==> config.mk <==
export PLATFORM = sky130hd
export DESIGN_NAME = mul_shift_unit
export DESIGN_NICKNAME = d
export VERILOG_FILES = /design/src/rtl/mul_shift_unit.sv
export SDC_FILE = /design/constraint.sdc
export NUM_CORES = 1
export LEC_CHECK = 0
export ABC_AREA = 1
export BUFFER_PORTS_ARGS = -buffer_cell sky130_fd_sc_hd__clkbuf_2
export CAP_MARGIN = 20
export CORE_UTILIZATION = 29
export DETAILED_ROUTE_END_ITERATION = 12
export SETUP_SLACK_MARGIN = 0.05
export SLEW_MARGIN = 20
export SYNTH_ARGS = -nofsm -noshare
export SYNTH_HDL_FRONTEND = slang
export SYNTH_SLANG_ARGS = --single-unit
==> constraint.sdc <==
create_clock -name CLK -period 1.7 [get_ports CLK]
set_input_delay 0.255 -clock CLK [delete_from_list [all_inputs] [get_ports CLK]]
set_output_delay 0.255 -clock CLK [all_outputs]
set_load 0.01 [all_outputs]
==> src/rtl/mul_shift_unit.sv <==
// mul_shift_unit: multi-cycle multiply / shift / rotate unit.
//   A START in IDLE latches the operands and the operation, then one step is
//   performed per RUN cycle (shift-add multiply, or a 1-bit shift/rotate).
//   The result is written once, on entry to DONE, and held until the next
//   accepted START.
// Ports:
//   CLK    in   rising-edge clock
//   RESET  in   asynchronous active-high reset
//   DATA1  in   [7:0] operand A (multiplicand / value to shift)
//   DATA2  in   [7:0] operand B (multiplier / shift amount)
//   SELECT in   [2:0] 000 MUL, 001 SLL, 010 SRL, 011 SRA, 100 ROR, others reserved
//   START  in   request, only sampled in IDLE
//   RESULT out  [7:0] registered result
//   BUSY   out  combinational stall: (IDLE and START) or RUN
//   DONE   out  high for the single DONE-state cycle
module mul_shift_unit (
  input  logic       CLK,
  input  logic       RESET,
  input  logic [7:0] DATA1,
  input  logic [7:0] DATA2,
  input  logic [2:0] SELECT,
  input  logic       START,
  output logic [7:0] RESULT,
  output logic       BUSY,
  output logic       DONE
);

  typedef enum logic [1:0] {
    ST_IDLE = 2'd0,
    ST_RUN  = 2'd1,
    ST_DONE = 2'd2
  } state_t;

  typedef enum logic [2:0] {
    OP_MUL = 3'b000,
    OP_SLL = 3'b001,
    OP_SRL = 3'b010,
    OP_SRA = 3'b011,
    OP_ROR = 3'b100
  } op_t;

  state_t      state;
  state_t      state_next;
  logic [2:0]  op_q;
  logic [7:0]  val_q;     // shifted operand / shifted multiplicand
  logic [7:0]  mplr_q;    // multiplier, consumed LSB first
  logic [7:0]  acc_q;     // partial product (low 8 bits suffice)
  logic [3:0]  cnt_q;
  logic [7:0]  result_q;

  logic [3:0]  start_cnt;
  logic        start_valid;
  logic [7:0]  val_step;
  logic [7:0]  acc_step;

  // Step count for the operation being offered on the inputs.
  always_comb begin
    start_cnt   = '0;
    start_valid = 1'b1;
    case (SELECT)
      OP_MUL:                 start_cnt = 4'd8;
      OP_SLL, OP_SRL, OP_SRA: start_cnt = (DATA2 > 8'd8) ? 4'd8 : DATA2[3:0];
      OP_ROR:                 start_cnt = {1'b0, DATA2[2:0]};
      default: begin
        start_cnt   = '0;
        start_valid = 1'b0;
      end
    endcase
  end

  // One step of the latched operation. MUL shares the left shift of the
  // multiplicand with SLL.
  always_comb begin
    val_step = val_q;
    case (op_q)
      OP_MUL, OP_SLL: val_step = {val_q[6:0], 1'b0};
      OP_SRL:         val_step = {1'b0, val_q[7:1]};
      OP_SRA:         val_step = {val_q[7], val_q[7:1]};
      OP_ROR:         val_step = {val_q[0], val_q[7:1]};
      default:        val_step = val_q;
    endcase
    acc_step = mplr_q[0] ? (acc_q + val_q) : acc_q;
  end

  always_comb begin
    state_next = state;
    case (state)
      ST_IDLE: if (START) state_next = (start_cnt == 4'd0) ? ST_DONE : ST_RUN;
      ST_RUN:  if (cnt_q <= 4'd1) state_next = ST_DONE;
      ST_DONE: state_next = ST_IDLE;
      default: state_next = ST_IDLE;
    endcase
  end

  always_ff @(posedge CLK or posedge RESET) begin
    if (RESET) begin
      state    <= ST_IDLE;
      op_q     <= '0;
      val_q    <= '0;
      mplr_q   <= '0;
      acc_q    <= '0;
      cnt_q    <= '0;
      result_q <= '0;
    end else begin
      state <= state_next;
      case (state)
        ST_IDLE: begin
          if (START) begin
            op_q   <= SELECT;
            val_q  <= DATA1;
            mplr_q <= DATA2;
            acc_q  <= '0;
            cnt_q  <= start_cnt;
            if (start_cnt == 4'd0)
              result_q <= start_valid ? DATA1 : '0;
          end
        end
        ST_RUN: begin
          val_q  <= val_step;
          mplr_q <= {1'b0, mplr_q[7:1]};
          acc_q  <= acc_step;
          cnt_q  <= cnt_q - 4'd1;
          // Last step: commit straight from the step logic so RESULT
          // changes only on the transition into DONE.
          if (cnt_q <= 4'd1)
            result_q <= (op_q == OP_MUL) ? acc_step : val_step;
        end
        default: ;
      endcase
    end
  end

  assign RESULT = result_q;
  assign DONE   = (state == ST_DONE);
  assign BUSY   = !RESET && (((state == ST_IDLE) && START) || (state == ST_RUN));

endmodule
==> flow_summary.ini <==
[status]
status = finished, violations left
violations = setup timing

[drt]
drtPass1Iterations = 4
vias_per_cell = 4.86
post_drt_wl_per_cell_um = 14.2
drtAntennaViolNets = 0
vias = 2776
drt_iter0_drc = 119
drc = 0
drt_wl_total_um = 8090

[placement]
io_buffers = 31
hpwl_um = 5780
postPlaceCellArea_um2 = 3230
place_congestion = 0.848
dp_slack_ns = -0.0625

[global_route]
grt_pass1_vias = 2598
gr-usage-all-layers_pct = 16.5
grt_max_degree = 24
gr-total-overflow = 0
grt_pass1_wl_um = 12700
grt_antenna_before_repair = 0

[setup_path]
cp-end-kind = flop
critPathArrivalTime_ns = 1.96
worstSetupEndpoint = RESULT[6]$_DFFE_PP0P_
crit_type = reg -> reg
reg2regPathDepth = 10
start_kind = flop
r2r_slack_ns = -0.02
required_ns = 1.94
regToRegEndpoint = RESULT[6]$_DFFE_PP0P_
setup.worst_path.start = val_q[0]$_DFFE_PP0P_
cp_max_fo = 4
r2r-start = val_q[0]$_DFFE_PP0P_

[power_and_ir_drop]
p_switching_mw = 3.55
p_leak_nw = 1.83
clkPwrFrac_pct = 8.5
comb_power_share_pct = 67.1
power_frac_seq_pct = 24.4
power.density_nw_per_um2 = 2020
irDropWorstVdd_v = 0.000741
p_sw_share_pct = 47.8
p_int_mw = 3.88

[layout]
stdcell_area_um2 = 3670
final_common_cell = nand2_1
multi_input_area_um2 = 1650
fill_cells = 937
mostFrequentLayoutCells = nand2_1, inv_1, buf_4
seq_area_um2 = 1030
nets = 473
drive_gt1_share_pct = 33.0
num_antenna_cells = 0
final_util_pct = 39.7
area_growth_pct = 33.2

[logic_synthesis]
syn_avg_cell_area_um2 = 7.53
seq_area_frac_synth_pct = 37.2
ys_ff_latch = 41
yosys_warnings = 0
yosysUniqueCellTypes = 38
syn_nets = 398
synthCells = 366
syn_area_um2 = 2760

[timing]
timing.setup.tns_ns = -0.0161
min_period_ns = 1.72
grt_setup_unrepaired = yes
hold_viol_final = 0
fin_ws_ns = -0.0161
worst_pin_slew_ns = 0.496
period_share_pct = 101
relSlewSlack_pct = 66.9
setup_viol = 1
final-max-slew-violation-count = 0
fin_worst_skew_ns = 0.0110
max_freq_mhz = 583
whs_ns = 0.177

[floorplan]
die_h_um = 99.5
die_x_um = 99.5
coreArea_um2 = 9240
pin_count = 32
placementRows = 35
start_util_pct = 29.8
design.die.area_um2 = 9890

[job]
drv_cap = 0

[clock_tree]
clk_path_buf_depth = 2
clkSinkCount = 41
clkTransAtPathRegs_ns = 0.08
numCtsBuffers = 5
clk_latency_ns = 0.30
cts_root_buf = clkbuf_8
cts_tree = yes
cts.htree.levels = 2

[min_path]
hp-class = in -> reg
holdPathStages = 3
==> Yosys cell counts (all sizes together) <==
| master | number | share of area [%] |
|---|---|---|
| clkbuf | 1 | 0.14 |
| a22o | 1 | 0.32 |
| nor2 | 30 | 5.8 |
| clkinv | 1 | 0.32 |
| o21ai | 29 | 6.2 |
| buf | 9 | 2.0 |
| nand2 | 108 | 15 |
| nand3b | 2 | 0.54 |
| fa | 1 | 0.73 |
| nand3 | 33 | 6.0 |
| nor3 | 3 | 0.54 |
| o211ai | 16 | 4.9 |
| inv | 47 | 6.6 |
| nand4 | 1 | 0.23 |
| ha | 9 | 4.1 |
| a21oi | 15 | 3.1 |
| a21o | 4 | 1.1 |
| a21boi | 1 | 0.27 |
| dfrtp | 41 | 37 |
| a22oi | 1 | 0.27 |
| or2 | 1 | 0.23 |
| o221ai | 5 | 1.6 |
| o22ai | 3 | 1.1 |
| a32o | 1 | 0.36 |
| xor2 | 3 | 0.95 |
==> registers in the layout, summed over array words and instances (netlist names) <==
| name | flops |
|---|---|
| mplr_q | 8 |
| op_q | 3 |
| state | 2 |
| acc_q | 8 |
| cnt_q | 4 |
| val_q | 8 |
| RESULT | 8 |
==> what timing repair did <==
| action | in CTS | in global routing |
|---|---|---|
| buffers inserted | 5 | 15 |
| hold buffers | 1 | 0 |
| endpoints found under the setup margin | 11 | 13 |
| resized for setup | 12 | 29 |
| pin swaps | 7 | 16 |
| hold endpoints to repair | 9 | 0 |
| cloned | 0 | 1 |
==> critical path, stage by stage (launching register included) <==
cell     delay, ns
dfrtp_1       0.39
ha_2          0.21
fa_2          0.37
buf_4         0.15
nand2_2       0.05
nand3_1       0.06
nand2_1       0.08
nand3_2       0.09
nand3_2       0.08
nand2_1       0.06
a21oi_2       0.11
==> logic make-up (layout without fill, tap and decap cells) <==
logic type      Yosys count  in the layout  synth area share (%)
xor+xnor                  3              3                 0.954
fa+ha+maj                10             10                  4.81
flops                    41             41                  37.2
compound gates           76             76                  19.3
buf+inv                  58            133                  9.08
simple gates            178            179                  28.6
==> power by group through the flow <==
stage / combinational, mW / sequential, mW / clock, mW
floorplan: 2.89 / 1.76 / 0
global placement: 4.11 / 1.76 / 0
detailed placement: 4.16 / 1.78 / 0
CTS: 4.43 / 1.78 / 0.650
global route: 5.51 / 1.85 / 0.692
finish: 4.98 / 1.81 / 0.635
==> final cells by class <==
class,count,area share [%]
multi-input combinational,268,45.1
sequential,41,28.1
tap,129,4.40
clock inverter,2,0.273
clock buffer,6,1.98
inverter,48,5.39
timing repair buffer,77,14.8
==> per-stage QoR <==
stage               instances  power, mW
floorplan                 366       4.65
global placement          541       5.87
detailed placement        541       5.94
CTS                       555       6.86
global route              571       8.05
finish                    571       7.43
==> how the worst min path moves through the flow <==
stage                   start               endpoint  slack [ns]
floorplan           SELECT[0]    op_q[0]$_DFFE_PP0P_        0.38
global placement        RESET  mplr_q[6]$_DFFE_PP0P_        0.31
detailed placement      RESET  mplr_q[6]$_DFFE_PP0P_        0.31
CTS                  DATA2[7]  mplr_q[7]$_DFFE_PP0P_        0.17
global route         DATA2[7]  mplr_q[7]$_DFFE_PP0P_        0.18
finish               DATA2[7]  mplr_q[7]$_DFFE_PP0P_        0.18
==> per-layer routing <==
metal / part of all wire, % / wire, um / vias up / track usage, %
met5: 0 / 0 / - / 0
met4: 2.2 / 177 / 0 / 5.43
met3: 5.9 / 479 / 12 / 2.39
met2: 49 / 3970 / 85 / 29.8
met1: 43 / 3460 / 1316 / 20.1
li1: - / - / 1363 / -
Note: power is estimated with default switching activity, not from simulation.
